`src/rtl/fixed_mul_pipe.sv`:
```
// rtl/fixed_mul_pipe.sv - pipelined Qm.FRAC fixed-point multiplier with round/saturate and valid/ready
module fixed_mul_pipe #(
   parameter int WIDTH  = 20,
   parameter int FRAC   = 10,
   parameter int STAGES = 3,
   parameter int SIGNED = 1,
   parameter int ROUND  = 1,
   parameter int SAT    = 1
) (
   input  logic             clk,
   input  logic             rst,
   input  logic             in_valid,
   output logic             in_ready,
   input  logic [WIDTH-1:0] in1,
   input  logic [WIDTH-1:0] in2,
   output logic             out_valid,
   input  logic             out_ready,
   output logic [WIDTH-1:0] mulout,
   output logic             ovf
);

   // One guard bit above 2*WIDTH keeps the rounding add from wrapping in either mode.
   localparam int PW = 2*WIDTH + 1;
   localparam logic signed [PW-1:0] RMAX = (SIGNED != 0) ? (PW'(1) <<< (WIDTH-1)) - PW'(1)
                                                         : (PW'(1) <<< WIDTH) - PW'(1);
   localparam logic signed [PW-1:0] RMIN = (SIGNED != 0) ? -(PW'(1) <<< (WIDTH-1)) : '0;
   localparam logic signed [PW-1:0] RND  = (ROUND != 0) ? (PW'(1) <<< (FRAC-1)) : '0;

   logic signed [PW-1:0] a_ext, b_ext, prod, rnd_sum, r;
   logic [WIDTH-1:0]     res;
   logic                 res_ovf;
   logic                 en;

   logic [STAGES-1:0]    vld;
   logic [STAGES-1:0]    ofl;
   logic [WIDTH-1:0]     dat [STAGES];

   always_comb begin
      if (SIGNED != 0) begin
         a_ext = {{(WIDTH+1){in1[WIDTH-1]}}, in1};
         b_ext = {{(WIDTH+1){in2[WIDTH-1]}}, in2};
      end else begin
         a_ext = {{(WIDTH+1){1'b0}}, in1};
         b_ext = {{(WIDTH+1){1'b0}}, in2};
      end
      prod    = a_ext * b_ext;
      rnd_sum = prod + RND;
      r       = rnd_sum >>> FRAC;
      res_ovf = (r > RMAX) || (r < RMIN);
      res     = r[WIDTH-1:0];
      if (res_ovf && (SAT != 0)) begin
         res = (r > RMAX) ? RMAX[WIDTH-1:0] : RMIN[WIDTH-1:0];
      end
   end

   assign en        = !out_valid || out_ready;
   assign in_ready  = en;
   assign out_valid = vld[STAGES-1];
   assign mulout    = dat[STAGES-1];
   assign ovf       = ofl[STAGES-1];

   // Data registers load only behind a valid bit, so outputs hold their last result across bubbles.
   always_ff @(posedge clk) begin
      if (rst) begin
         vld <= '0;
         ofl <= '0;
         for (int i = 0; i < STAGES; i++) begin
            dat[i] <= '0;
         end
      end else if (en) begin
         vld[0] <= in_valid;
         if (in_valid) begin
            dat[0] <= res;
            ofl[0] <= res_ovf;
         end
         for (int i = 1; i < STAGES; i++) begin
            vld[i] <= vld[i-1];
            if (vld[i-1]) begin
               dat[i] <= dat[i-1];
               ofl[i] <= ofl[i-1];
            end
         end
      end
   end

endmodule

```
`config.mk`:
```
export PLATFORM = sky130hd
export DESIGN_NAME = fixed_mul_pipe
export DESIGN_NICKNAME = d
export VERILOG_FILES = /design/src/rtl/fixed_mul_pipe.sv
export SDC_FILE = /design/constraint.sdc
export NUM_CORES = 1
export LEC_CHECK = 0
export BUFFER_PORTS_ARGS = -buffer_cell sky130_fd_sc_hd__buf_4
export CAP_MARGIN = 20
export CORE_ASPECT_RATIO = 1.5
export CORE_UTILIZATION = 40
export CTS_CLUSTER_SIZE = 40
export DETAILED_ROUTE_END_ITERATION = 10
export PLACE_DENSITY = 0.65
export SLEW_MARGIN = 30
export SYNTH_ARGS = -nofsm -noshare
export SYNTH_HDL_FRONTEND = slang
export SYNTH_SLANG_ARGS = --single-unit
```
`constraint.sdc`:
```
create_clock -name clk -period 9.9 [get_ports clk]
set_input_delay 1.98 -clock clk [delete_from_list [all_inputs] [get_ports clk]]
set_output_delay 1.98 -clock clk [all_outputs]
set_load 0.01 [all_outputs]
```
* Word-level counts from Yosys, hierarchy flattened
Memory sizes are Yosys's and may differ from the RTL's.
Index checks and enable logic that the tools add are counted.
** Storage, ports and cells
- Memories :: 1
- Memory bits (writable) :: 60
- Flip-flop bits (word level) :: 6
** Memories
- dat :: words 3, width 20, read ports 3, clocked after memory_dff 0, write ports 3, line 36 : logic [WIDTH-1:0] dat [STAGES];
** Operators by class
- Multiplexer cells :: 19
- $mul :: 1
- Reductions and logical operators :: 6
- Add/subtract/negate cells :: 1
- Bitwise gates (word level) :: 3
- Magnitude comparators :: 2
** Operator list (number)
- $mux W20 :: 5
- $add A40 B11 Y41 const B :: 1
- $mul A20 B20 Y40 :: 1
- $gt A31 B20 Y1 const B :: 1
- $lt A31 B20 Y1 const B :: 1
- $mux W1 :: 14
- $reduce_and A2 Y1 :: 3
- $or A1 B1 Y1 :: 3
- $logic_or A1 B1 Y1 :: 2
- $logic_not A1 Y1 :: 1

* Longest topological paths before layout
- Depth in word-level cells :: 6
- Depth in mapped cells :: 27

* Least setup slack after synthesis
OpenSTA, ideal clock, no wires.
- Kind :: input -> register
- From :: input in1[19]
- To :: memory dat[0][10], data pin
- Setup time :: 0.150 ns
- Arrival :: 8.850 ns
- Stages on the path :: 26
- Slack :: 0.900 ns
- Cell sequence :: clkbuf_1 nand2_1 inv_1 fa_1 fa_1 fa_1 inv_1 fa_1 inv_1 fa_1 inv_1 fa_1 fa_1 inv_1 ha_1 buf_2 o21ai_1 o21ai_0 a41o_1 mux2i_1 o41a_1 o311ai_2 nor4_4 a41oi_4 buf_6 o22ai_2
** RTL lines
- start, declared :: line 14 : input logic [WIDTH-1:0] in1,
- end, declared :: line 36

==> impl_results.md <==
- GRT Util Overall: 20.4%
- Routed WL: 44800 µm
- Synthesis-to-layout area growth: 5.89%
- Final Setup Violations: 0
- CP required: 9.94 ns
- Min-Delay Path Class: reg -> reg
- Initial antenna violation count: 0
- Ratio of cells with drive above 1 in the final layout: 6.87%
- Period utilization: 93.9%
- Worst-margin pin slew: 0.905 ns
- Dpl hpwl: 38000 µm
- Post-synth top area cell: fa_1
- Unique masters post-synth: 71
- Met2 GRT Util: 40.9%
- Clock Latency Late Sink: 0.33 ns
- Mapped Nets: 2560
- Async SR Flop Fraction: 0%
- Pre-CTS setup slack: 0.0734 ns
- Worst Setup SP: in2[5]
- Post-synth top area share: 45.6%
- CP Data Arrival Time: 9.34 ns
- Max_slew headroom: 39.7%
- Yosys warning count: 0
- CP Capture Type: flip-flop
- CTS tree: yes
- Initial cell density of the core: 40.7%
- Die X: 178 µm
- Hold Startpoint: ofl[1]
- Routed len/inst: 17.6 µm
- CTS buffer count: 9
- Worst path slowest cell: fa_1
- Commonest non-fill, non-tap cell in the layout: inv_1
- Sequential element share of the synthesized area: 10.3%
- Die area: 47600 µm²
- Drt initial violations: 488
- H-tree depth: 3
- Vias: 13000
- Delay-heaviest family, CP: adder cells
- Nets: 2519
- Commonest non-fill, non-tap cells in the layout: 463 x inv_1, 426 x fa_1, 238 x nand2_1
- Clock Skews: 0.00464 ns
- Vias in the first global route: 15200
- Fmax: 0.108 GHz
- Number of flops mapped to enable cells by yosys: 60
- I/O pin total: 67
- Worst path cell trace: buf_4, nand2_1, fa_1, inv_1, fa_1, fa_1, inv_1, fa_1, inv_1, fa_1, inv_1, fa_1, fa_1, inv_1, ha_1, a21oi_1, o21ai_0, a221oi_1, xnor2_1, o31ai_1, o211ai_1, o41ai_4, buf_12, o22ai_1
- Root Driver: clkbuf_16
- RSZ-0062 raised after global routing: no
- CP peak stage delay: 0.70 ns
- CTS clock-pin slew for the worst setup and hold paths: 0.05 ns
- Row Count: 96
- Mapped Area: 18700 µm²
- Most frequent CP cell: fa_1
- Overflow after GRT: 0
- Setup Buffers After CTS: 0
- Fill cell total of the finished layout: 4479
- Remaining routing DRC violations: 0
- N_diodes: 0
- Final Core Density: 43.1%
- Reg2Reg Setup Slack: 7.92 ns
- Avg Cell Area, Syn: 9.40 µm²
- Met3 Track Usage GR: 1.44%
- CTS sink count: 66
- Worst r2r src: vld[2]
- Setup ws final: 0.602 ns
- #FFs+latches synth: 66
- Slew Viols, Final: 0
- Clock buffer depth: 2
- Post-route ant nets: 0
- Setup TNS: 0 ns
- Gpl congestion: 0.875
- Core ar.: 45900 µm²
- Top cells by area, synth: fa_1 46%, edfxtp_1 9.6%, inv_1 9.3%
- Critical Path Start Type: primary input
- CP Class: in -> reg
- CP max FO: 20
- Hold Fails Final Rpt: 0
- Vias per cell: 5.12
- Mapped Cells: 1987
- Min Clock Period, post-route: 9.30 ns
- Drt pass-1 iters: 7
- Post-synth top flop: edfxtp_1
- Largest net degree at the start of global routing: 60
- Buffers on Ports: 66
- First-pass GRT wire length: 74800 µm
- Max Cap Viol: 0
- Status: finished clean
- M1 GR Usage: 19.9%
- Buf/Inv on CP: 7
- Die Y: 267 µm
- GR peak layer: met2
final timing paths:
kind                             endpoint  cells after the start
worst max-delay path            dat[0][4]                     24
worst min-delay path               ofl[1]                      2
worst max register to register  dat[0][4]                      4
worst min register to register     ofl[1]                      2
cells by family (layout without fill, tap and decap cells):
group,Yosys count,in the layout,share of synthesized area [%]
AOI/OAI and AO/OA,171,171,6.66
xor gates and xnor gates,34,34,1.59
adders and majority gates,529,529,52.5
buffers and inverters,590,554,12.4
DFF,66,66,10.3
muxes,3,3,0.167
and+or+nand+nor,594,594,16.3
cell usage after synthesis (all sizes together) (3+ instances only):
library cell	n
xor2	10
a31oi	5
or3	4
nand2b	9
o21ai	37
and2	247
a21o	6
xnor2	24
and3	3
o21a	6
nand4	12
fa	426
a21oi	47
a41o	3
o211ai	9
edfxtp	60
nor2	44
nand3	13
clkbuf	86
dfxtp	6
a211oi	14
nor3	14
ha	103
nand2	238
a211o	3
nor4	3
inv	464
o22ai	20
buf	40
flip-flops by register name, summed over array words and instances (netlist names):
register  cells
vld           3
dat          60
ofl           3
worst min-delay path, stage by stage, from the launching register on:
cell and delay [ns]:
dfxtp_1 0.31, nand2_1 0.05, a21oi_1 0.05
layer usage:
metal	vias up	share of wire, %
met5	-	0
met4	0	6.4
met3	131	2.8
met2	316	58
met1	6732	32
li1	5816	-
area by class of cell:
class,instances,area (µm²),share of cell area [%]
clock buffer,10,239,1.21
inverter,464,1750,8.82
tap,588,736,3.72
timing repair buffer,74,568,2.87
multi-input combinational,1331,14500,73.1
sequential,66,1920,9.71
clock inverter,6,113,0.569
per-stage QoR:
stage / hold slack [ns] / std cells / area (µm²)
floorplan: 0.437 / 1987 / 18700
global placement: 0.448 / 2523 / 19400
detailed placement: 0.457 / 2523 / 19400
CTS: 0.465 / 2539 / 19800
global route: 0.492 / 2539 / 19800
finish: 0.460 / 2539 / 19800
timing repair:
item | 4_1_cts | 5_1_grt
setup endpoints to repair | 0 | 1
hold endpoints to repair | 0 | 0
resized for setup | 0 | 2
hold buffers | 0 | 0
Power is not shown: default switching activity piles up to over one toggle a cycle in this logic, so the estimate is an artifact.
